**src/rtl/sigmoid_out_buffer.sv**
```systemverilog
// Output buffer of the sigmoid pipeline: captures core results in a FIFO,
// drives them to the consumer over valid/ready and issues launch credits.
// Ports:
//   clk, rst        rising-edge clock, synchronous active-low reset
//   issue/issue_ok  upstream launch strobe and launch credit
//   in_valid/data   sigmoid core output (no backpressure)
//   out_valid/ready/data  consumer handshake, data from FIFO head
//   count/inflight  stored entries / samples still inside the core
//   proto_err       sticky protocol-violation flag
module sigmoid_out_buffer #(
   parameter int DATA_W       = 16,
   parameter int DEPTH        = 8,
   parameter int MAX_INFLIGHT = 15
) (
   input  logic                              clk,
   input  logic                              rst,
   input  logic                              issue,
   output logic                              issue_ok,
   input  logic                              in_valid,
   input  logic [DATA_W-1:0]                 in_data,
   output logic                              out_valid,
   input  logic                              out_ready,
   output logic [DATA_W-1:0]                 out_data,
   output logic [$clog2(DEPTH+1)-1:0]        count,
   output logic [$clog2(MAX_INFLIGHT+1)-1:0] inflight,
   output logic                              proto_err
);

   localparam int AW = $clog2(DEPTH);
   localparam int CW = $clog2(DEPTH+1);
   localparam int IW = $clog2(MAX_INFLIGHT+1);
   localparam int SW = ((CW > IW) ? CW : IW) + 1;

   logic [DATA_W-1:0] mem [DEPTH];
   logic [AW-1:0]     rd_ptr;
   logic [AW-1:0]     wr_ptr;

   logic          push;
   logic          pop;
   logic          full;
   logic          wr_en;
   logic          inc;
   logic          dec;
   logic          under;
   logic          over;
   logic          bad_issue;
   logic          err;
   logic [SW-1:0] load;

   always_comb begin
      push      = in_valid;
      out_valid = (count != '0);
      pop       = out_valid & out_ready;
      full      = (count == CW'(DEPTH));
      // At full a push still lands when the head leaves in the same cycle.
      wr_en     = push & (~full | pop);
      out_data  = mem[rd_ptr];
      load      = SW'(count) + SW'(inflight);
      issue_ok  = (load < SW'(DEPTH));
      inc       = issue & ~in_valid;
      dec       = in_valid & ~issue;
      under     = dec & (inflight == '0);
      over      = inc & (inflight == IW'(MAX_INFLIGHT));
      bad_issue = issue & ~issue_ok;
      err       = (push & ~wr_en) | under | over | bad_issue;
   end

   // Storage is deliberately left out of reset.
   always_ff @(posedge clk) begin
      if (wr_en) begin
         mem[wr_ptr] <= in_data;
      end
   end

   always_ff @(posedge clk) begin
      if (!rst) begin
         rd_ptr    <= '0;
         wr_ptr    <= '0;
         count     <= '0;
         inflight  <= '0;
         proto_err <= 1'b0;
      end else begin
         if (wr_en) begin
            wr_ptr <= wr_ptr + AW'(1);
         end
         if (pop) begin
            rd_ptr <= rd_ptr + AW'(1);
         end
         if (wr_en && !pop) begin
            count <= count + CW'(1);
         end else if (pop && !wr_en) begin
            count <= count - CW'(1);
         end
         // Underflow holds at zero, overflow saturates at the limit.
         if (inc && !over) begin
            inflight <= inflight + IW'(1);
         end else if (dec && !under) begin
            inflight <= inflight - IW'(1);
         end
         if (err) begin
            proto_err <= 1'b1;
         end
      end
   end

endmodule

```
**config.mk**
```make
export PLATFORM = sky130hd
export DESIGN_NAME = sigmoid_out_buffer
export DESIGN_NICKNAME = d
export VERILOG_FILES = /design/src/rtl/sigmoid_out_buffer.sv
export SDC_FILE = /design/constraint.sdc
export NUM_CORES = 1
export LEC_CHECK = 0
export ABC_AREA = 1
export BUFFER_PORTS_ARGS = -buffer_cell sky130_fd_sc_hd__clkbuf_2
export CAP_MARGIN = 20
export CORE_UTILIZATION = 25
export DETAILED_ROUTE_END_ITERATION = 7
export PLACE_DENSITY_LB_ADDON = 0.25
export SLEW_MARGIN = 20
export SYNTH_ARGS = -nofsm -noshare
export SYNTH_HDL_FRONTEND = slang
export SYNTH_SLANG_ARGS = --single-unit
```
**constraint.sdc**
```tcl
create_clock -name clk -period 5.85 [get_ports clk]
set_input_delay 1.17 -clock clk [delete_from_list [all_inputs] [get_ports clk]]
set_output_delay 1.17 -clock clk [all_outputs]
set_load 0.02 [all_outputs]
```
==> tab_implementation.tex <==
\begin{tabular}{lr}
\hline
Metric & Value \\
\hline
\multicolumn{2}{l}{\textbf{Detailed routing}} \\
Number of nets still failing antenna checks after routing & 0 \\
Wire length per cell after detailed routing & 14.9 µm \\
Detailed-route vias per instance & 4.27 \\
Number of remaining DRC errors & 0 \\
Sum of routed wire length over all layers & 12.9 mm \\
Initial drt markers & 199 \\
Detailed-routing iteration count for the pre-antenna-repair pass & 5 \\
Count of vias placed by the detailed router & 3696 \\
\multicolumn{2}{l}{\textbf{Placement}} \\
Total placed instance area & 6640 µm² \\
Number of I/O port buffers & 47 \\
Final HPWL from detailed placement & 7.49 mm \\
Last weighted congestion value of the routability-driven placer & 0.738 \\
\multicolumn{2}{l}{\textbf{STA}} \\
Final clock period utilization by the worst path & 63.9\% \\
Number of failing setup endpoints in the final timing report & 0 \\
Post-Route Setup TNS & 0 ns \\
Peak Freq & 0.267 GHz \\
RSZ-0062 raised after global routing & no \\
Number of hold violations in the final report & 0 \\
Fin Clk Skew & 0.00877 ns \\
Tightest slew margin relative to the limit & 38.7\% \\
Tmin final & 3.74 ns \\
Measured slew at the worst slew-check pin & 0.919 ns \\
Number of pins with negative max-slew slack in the final report & 0 \\
\multicolumn{2}{l}{\textbf{GRT}} \\
Antenna violations before repair & 0 \\
Wire length of the first global-routing pass & 19.9 mm \\
All-Layer GR Usage & 11.0\% \\
GRT Residual Overflow & 0 \\
Via count of the first global-routing pass & 3674 \\
Largest net degree at the start of global routing & 65 \\
\multicolumn{2}{l}{\textbf{Status}} \\
Status & completed \\
\multicolumn{2}{l}{\textbf{Critical path}} \\
Startpoint Class & register \\
Launching point of the worst reg2reg path & count[0]\$\_SDFFE\_PN0P\_ \\
Cell occurring most often along the worst timing path & sky130\_fd\_sc\_hd\_\_nand2\_1 \\
Sort of element at the end of the critical path & output port \\
Standard cell with the maximum stage delay on the critical path & sky130\_fd\_sc\_hd\_\_dfxtp\_2 \\
Kind of critical path & register to output port \\
CP bufs+invs & 2 \\
Capturing element of the worst setup path & out\_data[6] \\
Crit path depth & 6 \\
Critical Path Max Stage Delay & 0.93 ns \\
RR Endpoint & count[3]\$\_SDFFE\_PN0P\_ \\
Worst Reg2Reg Path Length in Cells & 12 \\
Critical Path Fanout Max & 37 \\
Setup slack of the most critical reg-to-reg path & 3.65 ns \\
Data required time of the worst path & 4.68 ns \\
Data arrival time at the worst-slack endpoint & 2.57 ns \\
Critical-path cell list & buf\_4 > o21ai\_0 > o22ai\_1 > nand2\_1 > nand2\_1 > clkbuf\_2 \\
Critical path's top delay family & flip-flops \\
\multicolumn{2}{l}{\textbf{Clock tree}} \\
Worst-Skew Late Latency & 0.41 ns \\
Clock Path Buffers & 2 \\
Buffers inserted by post-CTS timing repair & 0 \\
Sink Count & 146 \\
Cell at the root of the clock tree & sky130\_fd\_sc\_hd\_\_clkbuf\_16 \\
CTS H-tree depth & 4 \\
TritonCTS clock tree & done \\
Post-CTS sizing & 0 \\
Hold buffer count at cts & 0 \\
Number of buffers created by CTS & 17 \\
Clock slew at reported path FFs & 0.06 ns \\
\multicolumn{2}{l}{\textbf{Cells and area}} \\
FF/Latch Area & 4210 µm² \\
Number of inserted filler cells in the final layout & 2427 \\
Layout net count & 566 \\
Layout Cell Area excl Fill & 7200 µm² \\
Area grow syn2layout & 18.3\% \\
Total area of multi-input combinational cells & 1640 µm² \\
Fraction of layout instances using a drive strength above 1 & 18.5\% \\
Number of antenna diodes & 0 \\
\multicolumn{2}{l}{\textbf{Power}} \\
Relative contribution of the clock network to total power & 33.1\% \\
PD cells & 425 nW/µm² \\
Internal power contribution & 2.07 mW \\
Worst supply voltage drop on vdd & 0.236 mV \\
Combinational share of power & 23.5\% \\
NetSw & 0.992 mW \\
Net Sw Frac & 32.4\% \\
Leakage power figure & 2.58 nW \\
Fraction of power consumed by sequential logic & 43.3\% \\
\multicolumn{2}{l}{\textbf{Synth}} \\
Top cells by instance count after synthesis & 128 x sky130\_fd\_sc\_hd\_\_edfxtp\_1, 78 x sky130\_fd\_sc\_hd\_\_nand2\_1, 59 x sky130\_fd\_sc\_hd\_\_nor2\_1 \\
Most common cell in the synthesized netlist & sky130\_fd\_sc\_hd\_\_edfxtp\_1 \\
Biggest area consumer among synthesized cells & sky130\_fd\_sc\_hd\_\_edfxtp\_1 \\
Netlist area before placement & 6090 µm² \\
Post-synth net total & 512 \\
Most area-consuming cells after synthesis & sky130\_fd\_sc\_hd\_\_edfxtp\_1 63\%, sky130\_fd\_sc\_hd\_\_dfxtp\_1 5.9\%, sky130\_fd\_sc\_hd\_\_mux2i\_1 5.3\% \\
Flip-flop and latch count after synthesis & 146 \\
Post-synthesis area per instance & 12.7 µm² \\
Yosys warning total & 0 \\
Share of synthesized area occupied by flip-flops and latches & 69.1\% \\
Number of distinct library cells after synthesis & 33 \\
Number of flops mapped to enable cells by yosys & 128 \\
Share of flip-flops with an asynchronous set or reset & 0\% \\
Area share of the largest cell type after synthesis & 63.2\% \\
Main synth FF type & sky130\_fd\_sc\_hd\_\_edfxtp\_1 \\
Count of mapped cells out of synthesis & 479 \\
\multicolumn{2}{l}{\textbf{Floorplanning}} \\
Core area & 23700 µm² \\
IO Pins & 48 \\
Cell Rows & 56 \\
Area of the die & 25000 µm² \\
Die extent in x & 158 µm \\
Effective utilization at floorplan & 25.7\% \\
Die Height & 158 µm \\
\multicolumn{2}{l}{\textbf{Hold path}} \\
Type of the tightest min-delay check & register to register \\
\multicolumn{2}{l}{\textbf{Job}} \\
Number of maximum-capacitance constraint violations & 0 \\
\hline
\end{tabular}
worst min-delay path, cell delays in order, from the launching register on:
cell	delay, ns
sky130_fd_sc_hd__dfxtp_1	0.33
sky130_fd_sc_hd__nand2_1	0.07
sky130_fd_sc_hd__a21oi_1	0.05
routing by layer:
metal	track usage (%)	wire (µm)
met1	13.5	5650
met4	3.98	90
met3	3.20	621
met2	18.1	6490
met5	0	0
layout by cell type, fill, tap and decap left out, drive strengths merged:
cell type	Yosys	layout
nand2	81	81
clkbuf	4	65
bufinv	0	1
dfxtp	18	18
nor3	1	1
and3	1	1
o21ai	41	41
nand3b	1	1
clkinv	0	6
edfxtp	128	128
mux2i	32	32
a21oi	10	10
a211oi	1	1
o21bai	1	1
fa	2	2
o22ai	32	32
xnor2	3	3
clkinvlp	0	3
buf	17	9
xor2	2	2
or2	1	1
nand3	8	8
inv	23	27
nor2	62	62
ha	10	10
kinds of logic (layout without fill, tap and decap cells):
| group | count (synthesis) | after routing | share of synthesized area [%] |
|---|---|---|---|
| adder cells (fa/ha/maj) | 12 | 12 | 2.71 |
| AO/OA/AOI/OAI | 85 | 85 | 8.00 |
| multiplexers | 32 | 32 | 5.26 |
| buffers and inverters | 44 | 111 | 3.93 |
| AND/OR/NAND/NOR | 155 | 155 | 10.3 |
| XOR/XNOR | 5 | 5 | 0.720 |
| flip-flops | 146 | 146 | 69.1 |
metrics by stage:
stage	worst slack, ns	power (mW)	hold slack [ns]	util (%)	instances
floorplan	3.12	1.88	0.451	-	479
global placement	2.44	2.07	0.462	28.0	833
global route	1.79	3.23	0.512	30.4	865
finish	2.11	3.06	0.496	30.4	865
CTS	1.99	3.11	0.492	30.4	865
detailed placement	2.45	2.09	0.482	28.0	833
worst min-delay path by stage:
stage	start	end	slack, ns	depth (start not counted)
floorplan	rd_ptr[0]$_SDFFE_PN0N_	register	0.45	1
global placement	rd_ptr[0]$_SDFFE_PN0N_	rd_ptr[0]$_SDFFE_PN0N_	0.46	1
detailed placement	wr_ptr[0]$_SDFFE_PN0P_	wr_ptr[0]$_SDFFE_PN0P_	0.48	2
CTS	wr_ptr[0]$_SDFFE_PN0P_	wr_ptr[0]$_SDFFE_PN0P_	0.49	2
global route	rd_ptr[0]$_SDFFE_PN0N_	register	0.51	1
finish	wr_ptr[0]$_SDFFE_PN0P_	wr_ptr[0]$_SDFFE_PN0P_	0.50	2
power by group through the flow:
stage | sequential [mW] | combinational (mW) | clock [mW]
floorplan | 1.29 | 0.592 | 0
global placement | 1.35 | 0.723 | 0
detailed placement | 1.35 | 0.735 | 0
CTS | 1.33 | 0.738 | 1.04
global route | 1.35 | 0.807 | 1.08
finish | 1.33 | 0.720 | 1.01
state kept, by name (all words and copies together) (netlist names), named ones only:
signal / flops
count: 4
inflight: 4
mem: 128
proto_err: 1
rd_ptr: 3
wr_ptr: 3
cell type report:
type                            count  share of cell area [%]
Inverter                           23                    1.20
Clock inverter                     14                    1.84
Tap cell                          319                    5.54
Sequential cell                   146                    58.4
Timing Repair Buffer               56                    4.20
Clock buffer                       18                    5.96
Multi-Input combinational cell    289                    22.8
Power figures use the tool's default switching activity.
